## src/rtl/forward_hazard_ctrl_pkg.sv

```systemverilog
// Shared types and constants for the pipeline forwarding/hazard controller.
package forward_hazard_ctrl_pkg;

  localparam int unsigned REG_AW = 4;

  localparam logic [1:0] FWD_REG = 2'b00;
  localparam logic [1:0] FWD_ALU = 2'b10;
  localparam logic [1:0] FWD_WB  = 2'b01;

  typedef struct packed {
    logic              valid;
    logic [REG_AW-1:0] rd;
    logic              reg_write;
    logic              mem_read;
  } slot_t;

  typedef enum logic {
    RUN   = 1'b0,
    STALL = 1'b1
  } state_t;

endpackage

```

## src/rtl/forward_hazard_ctrl_fwd_select.sv

```systemverilog
// Resolves one EX operand source against the in-flight EX and MEM slots.
module forward_hazard_ctrl_fwd_select
  import forward_hazard_ctrl_pkg::*;
#(
  parameter bit ZERO_HW = 1'b1
) (
  input  logic [REG_AW-1:0] rs,
  input  logic              use_rs,
  input  slot_t             ex,
  input  logic              mem_valid,
  input  logic [REG_AW-1:0] mem_rd,
  input  logic              mem_reg_write,
  output logic [1:0]        sel
);

  logic zero_src;
  logic ex_hit;
  logic mem_hit;

  // A load in EX has no ALU result to forward; the load-use stall covers it.
  assign zero_src = ZERO_HW && (rs == '0);
  assign ex_hit   = ex.valid && ex.reg_write && !ex.mem_read && (ex.rd == rs);
  assign mem_hit  = mem_valid && mem_reg_write && (mem_rd == rs);

  always_comb begin
    sel = FWD_REG;
    if (use_rs && !zero_src) begin
      if (ex_hit) begin
        sel = FWD_ALU;
      end else if (mem_hit) begin
        sel = FWD_WB;
      end
    end
  end

endmodule

```

## src/rtl/forward_hazard_ctrl.sv

```systemverilog
// Forwarding select generation, load-use stall FSM and stall counter for the
// 5-stage pipeline; sits beside ID/EX.
module forward_hazard_ctrl
  import forward_hazard_ctrl_pkg::*;
#(
  parameter bit          ZERO_HW = 1'b1,
  parameter int unsigned CNT_W   = 16
) (
  input  logic              clock,
  input  logic              reset,
  input  logic              id_valid,
  input  logic [REG_AW-1:0] id_rs1,
  input  logic [REG_AW-1:0] id_rs2,
  input  logic              id_use_rs1,
  input  logic              id_use_rs2,
  input  logic [REG_AW-1:0] id_rd,
  input  logic              id_reg_write,
  input  logic              id_mem_read,
  input  logic              flush,
  input  logic              hold,
  output logic [1:0]        forwardA,
  output logic [1:0]        forwardB,
  output logic              pc_write,
  output logic              ifid_write,
  output logic [CNT_W-1:0]  stall_count
);

  // The WB slot is the MEM slot one edge later; selects are computed from
  // pre-edge state, so MEM already stands in for WB and no WB copy is kept.
  slot_t             ex_q;
  slot_t             id_slot;
  logic              mem_valid_q;
  logic [REG_AW-1:0] mem_rd_q;
  logic              mem_rw_q;
  state_t            state_q;
  state_t            state_d;
  logic [1:0]        sel_a;
  logic [1:0]        sel_b;
  logic              rs1_hit;
  logic              rs2_hit;
  logic              load_use;
  logic              stall;
  logic              bubble;

  assign rs1_hit  = id_use_rs1 && (id_rs1 == ex_q.rd) && !(ZERO_HW && (id_rs1 == '0));
  assign rs2_hit  = id_use_rs2 && (id_rs2 == ex_q.rd) && !(ZERO_HW && (id_rs2 == '0));
  assign load_use = id_valid && ex_q.valid && ex_q.mem_read && (rs1_hit || rs2_hit);
  assign bubble   = !id_valid || flush || stall;

  assign id_slot.valid     = !bubble;
  assign id_slot.rd        = id_rd;
  assign id_slot.reg_write = id_reg_write;
  assign id_slot.mem_read  = id_mem_read;

  forward_hazard_ctrl_fwd_select #(.ZERO_HW(ZERO_HW)) u_fwd_select_a (
    .rs            (id_rs1),
    .use_rs        (id_use_rs1),
    .ex            (ex_q),
    .mem_valid     (mem_valid_q),
    .mem_rd        (mem_rd_q),
    .mem_reg_write (mem_rw_q),
    .sel           (sel_a)
  );

  forward_hazard_ctrl_fwd_select #(.ZERO_HW(ZERO_HW)) u_fwd_select_b (
    .rs            (id_rs2),
    .use_rs        (id_use_rs2),
    .ex            (ex_q),
    .mem_valid     (mem_valid_q),
    .mem_rd        (mem_rd_q),
    .mem_reg_write (mem_rw_q),
    .sel           (sel_b)
  );

  always_ff @(posedge clock or posedge reset) begin
    if (reset) begin
      state_q <= RUN;
    end else begin
      state_q <= state_d;
    end
  end

  // Priority: hold freezes everything, then flush suppresses the stall.
  always_comb begin
    state_d    = state_q;
    stall      = 1'b0;
    pc_write   = 1'b1;
    ifid_write = 1'b1;
    if (hold) begin
      pc_write   = 1'b0;
      ifid_write = 1'b0;
    end else begin
      case (state_q)
        RUN: begin
          if (load_use && !flush) begin
            stall      = 1'b1;
            pc_write   = 1'b0;
            ifid_write = 1'b0;
            state_d    = STALL;
          end
        end
        STALL:   state_d = RUN;
        default: state_d = RUN;
      endcase
    end
  end

  always_ff @(posedge clock or posedge reset) begin
    if (reset) begin
      ex_q        <= '0;
      mem_valid_q <= 1'b0;
      mem_rd_q    <= '0;
      mem_rw_q    <= 1'b0;
      forwardA    <= FWD_REG;
      forwardB    <= FWD_REG;
      stall_count <= '0;
    end else if (!hold) begin
      ex_q        <= id_slot;
      mem_valid_q <= ex_q.valid;
      mem_rd_q    <= ex_q.rd;
      mem_rw_q    <= ex_q.reg_write;
      forwardA    <= bubble ? FWD_REG : sel_a;
      forwardB    <= bubble ? FWD_REG : sel_b;
      if (stall && (stall_count != '1)) begin
        stall_count <= stall_count + CNT_W'(1);
      end
    end
  end

endmodule

```

## config.mk

```make
export PLATFORM = sky130hd
export DESIGN_NAME = forward_hazard_ctrl
export DESIGN_NICKNAME = d
export VERILOG_FILES = /design/src/rtl/forward_hazard_ctrl_pkg.sv /design/src/rtl/forward_hazard_ctrl_fwd_select.sv /design/src/rtl/forward_hazard_ctrl.sv
export SDC_FILE = /design/constraint.sdc
export NUM_CORES = 1
export LEC_CHECK = 0
export ABC_CLOCK_PERIOD_IN_PS = 1800
export BUFFER_PORTS_ARGS = -buffer_cell sky130_fd_sc_hd__buf_2
export CAP_MARGIN = 20
export CORE_ASPECT_RATIO = 1.2
export CORE_UTILIZATION = 48
export CTS_CLUSTER_DIAMETER = 80
export DETAILED_ROUTE_END_ITERATION = 8
export PLACE_DENSITY = 0.71
export SKIP_CTS_REPAIR_TIMING = 1
export SYNTH_ARGS = -nofsm -noshare
export SYNTH_HDL_FRONTEND = slang
export SYNTH_SLANG_ARGS = --single-unit
```

## constraint.sdc

```tcl
create_clock -name clock -period 1.8 [get_ports clock]
set_clock_uncertainty 0.05 [all_clocks]
set_input_delay 0.27 -clock clock [delete_from_list [all_inputs] [get_ports clock]]
set_output_delay 0.27 -clock clock [all_outputs]
set_load 0.02 [all_outputs]
```

==> flow_metrics.tcl <==
set metrics [dict create \
    outcome "finished with violations" \
    violations "negative setup slack" \
    p_comb_share_pct 16.2 \
    total_power_mw 1.69 \
    power_switching_uw 448 \
    drc 0 \
    cp.arrival_ns 1.76 \
    dr.pass1.iters 6 \
    hpwl_mm 3.10 \
    synth.distinct_cells 34 \
    vias 1507 \
    antennaDiodeCount 0 \
    clk_pin_slew_ns 0.07 \
    drtIter0Drc 63 \
    antenna_found_initial 0 \
    grt_max_degree 35 \
    max_clock_freq_ghz 0.481 \
    netlist_instances 158 \
    vias_per_cell 5.31 \
    worstPathMaxFanout 4 \
    root_buffer "clkbuf_8" \
    cellPowerDensity_mw_per_mm2 652 \
    ant_nets 0 \
    synth_warnings 0 \
    ys_seq_area_share_pct 46.0 \
    holdCritPathClass "input port to asynchronous set/reset pin" \
    wl_per_cell_um 15.4 \
    critical_path_required_ns 1.48 \
    worstMarginPinSlew_ns 0.432 \
    vdd_drop_max_mv 0.481 \
    final_net_count 254 \
    grt_overflow 0 \
    fp.dieH_um 70.0 \
    clockPowerShare_pct 33.8 \
    drive_gt1_share_pct 51.7 \
    postLayoutCoreUtil_pct 70.7 \
    layout_setup_ws_ns -0.281 \
    p_int_mw 1.24 \
    drv_slew 0 \
    htreeDepth 2 \
    io_pins 43 \
    syn_nets 180 \
    die_w_um 58.7 \
    cts_tree "built" \
    final.min_clock_period_ns 2.08 \
    clk_latency_ns 0.29 \
    crit_path_start_kind "register" \
    cts_sinks 34 \
    die_area_mm2 0.00411 \
    grt_pass1_wl_mm 6.72 \
    grt_usage_pct 22.0 \
    swShare_pct 26.6 \
    io_buffer_count 42 \
    power_frac_seq_pct 50.0 \
    avgSynthCellArea_um2 11.7 \
    ys_seq_elements 34 \
    start_util_pct 50.5 \
    coreArea_mm2 0.00366 \
    grt_pass1_vias 1532 \
    r2r.worst_path.cells 7 \
    relSlewSlack_pct 71.2 \
    gp_congestion 0.878 \
    crit_type "register to primary output" \
    setup.worst_path.end_class "primary output" \
    cap_violations 0 \
    num_rows 24 \
    syn_to_final_growth_pct 40.1 \
    synthesis.area_mm2 0.00185 \
    hold_violations 0 \
    setup_viol 17 \
    fill_cells 293 \
    rsz0062_at_grt "yes" \
    cts_buffers 5 \
    finalCritPeriodShare_pct 116 \
    cts.path.max_buffers 2 \
    power.leakage_nw 1.32 \
    wl_mm 4.36 \
]
layout make-up:
cell class | count | area, um^2 | share of cell area, %
multi-input combinational | 114 | 1100 | 42.4
inverter | 3 | 11.3 | 0.435
sequential | 34 | 855 | 33.0
timing repair buffer | 74 | 475 | 18.3
tap | 52 | 65.1 | 2.51
clock buffer | 7 | 86.3 | 3.33
registers in the layout, indices dropped and copies added (netlist names):
name         flops
stall_count     16
ex_q             7
mem_rd_q         4
forwardA         2
forwardB         2
mem_rw_q         1
mem_valid_q      1
state_q          1
cells in the mapped netlist, drive strengths merged:
cell type	instances	area share, %
dfrtp	34	46
xor2	28	13
mux2	13	7.9
nand2	13	2.6
nor3	9	4.4
nor4	8	4.3
nand4	6	2.8
nand3	5	1.4
nor2	5	1.0
clkbuf	4	0.81
nand4b	4	1.9
o21ai	4	1.1
buf	3	1.3
inv	3	0.61
nor2b	3	1.0
xnor2	3	1.4
and4	2	0.95
nor3b	2	0.81
a22o	1	0.47
a32oi	1	1.5
a41o	1	0.54
and3	1	0.34
ha	1	0.68
o31ai	1	0.41
o41a	1	0.61
o41ai	1	1.5
or3	1	0.34
path summary, 6_finish.rpt:
| kind | from | end | slack, ns |
|---|---|---|---|
| max in group asynchronous | reset | ex_q[4] | 1.35 |
| worst min register to register | forwardA[1] | forwardA[1] | 0.43 |
| worst max register to register | ex_q[5] | stall_count[2] | -0.17 |
| worst max-delay path | ex_q[5] | ifid_write | -0.28 |
| min in group clock | id_mem_read | ex_q[0] | 0.16 |
| worst min-delay path | reset | stall_count[9] | 0.01 |
logic make-up after synthesis:
group	Yosys count	share of synthesized area, %
AO/OA/AOI/OAI	10	6.09
XOR/XNOR	31	14.7
adder cells (fa/ha/maj)	1	0.676
buffers and inverters	10	2.71
flip-flops	34	46.0
multiplexers	13	7.92
AND/OR/NAND/NOR	59	21.9
worst max-delay path: stages, from the launching register on:
cell	delay (ns)
dfrtp_1	0.45
xor2_2	0.22
nor4_4	0.37
a32oi_4	0.11
nor2b_4	0.16
buf_4	0.16
power groups by stage:
stage	logic, mW	clock network, mW	registers [mW]
after global placement	0.250	0	0.853
after global routing	0.295	0.618	0.847
final	0.274	0.570	0.844
after CTS	0.260	0.590	0.842
after detailed placement	0.258	0	0.856
after floorplan	0.154	0	0.852
placed cells by master (no fill, tap or decap), types with 3 or more instances in the layout:
cell type  synthesis  layout
xnor2_1            3       3
nand4b_1           4       4
nand3_1            5       5
dfrtp_1           34      31
dfrtp_2            0       3
buf_2              1      40
nor3_4             1       5
nand4_1            5       5
xor2_1            28      25
xor2_2             0       3
nand2_1           13      13
nor4_4             2       6
mux2_2            13      13
inv_1              3       3
buf_4              1      32
clkbuf_8           0       6
nor2_1             5       4
per-layer routing:
metal	global-route usage [%]	routed length [um]	share of wire (%)	vias up
met2	40.0	2420	56	50
met1	24.3	1690	39	738
met5	0	0	0	-
met3	4.63	186	4.3	7
li1	-	-	-	712
met4	8.47	64	1.5	0
stage by stage:
| step | hold slack (ns) | cells | worst slack (ns) | area, um^2 | TNS [ns] |
|---|---|---|---|---|---|
| 2_1_floorplan | 0.361 | 158 | -0.212 | 1880 | -0.594 |
| 3_3_place_gp | 0.323 | 275 | -0.0789 | 2340 | -0.557 |
| 3_5_place_dp | 0.340 | 275 | -0.220 | 2340 | -1.34 |
| 4_1_cts | 0.0238 | 282 | -0.288 | 2430 | -1.91 |
| 5_1_grt | 0.0584 | 284 | -0.327 | 2590 | -3.22 |
| 6_report | 0.0124 | 284 | -0.281 | 2590 | -1.94 |
(Power assumes the default switching activity.)
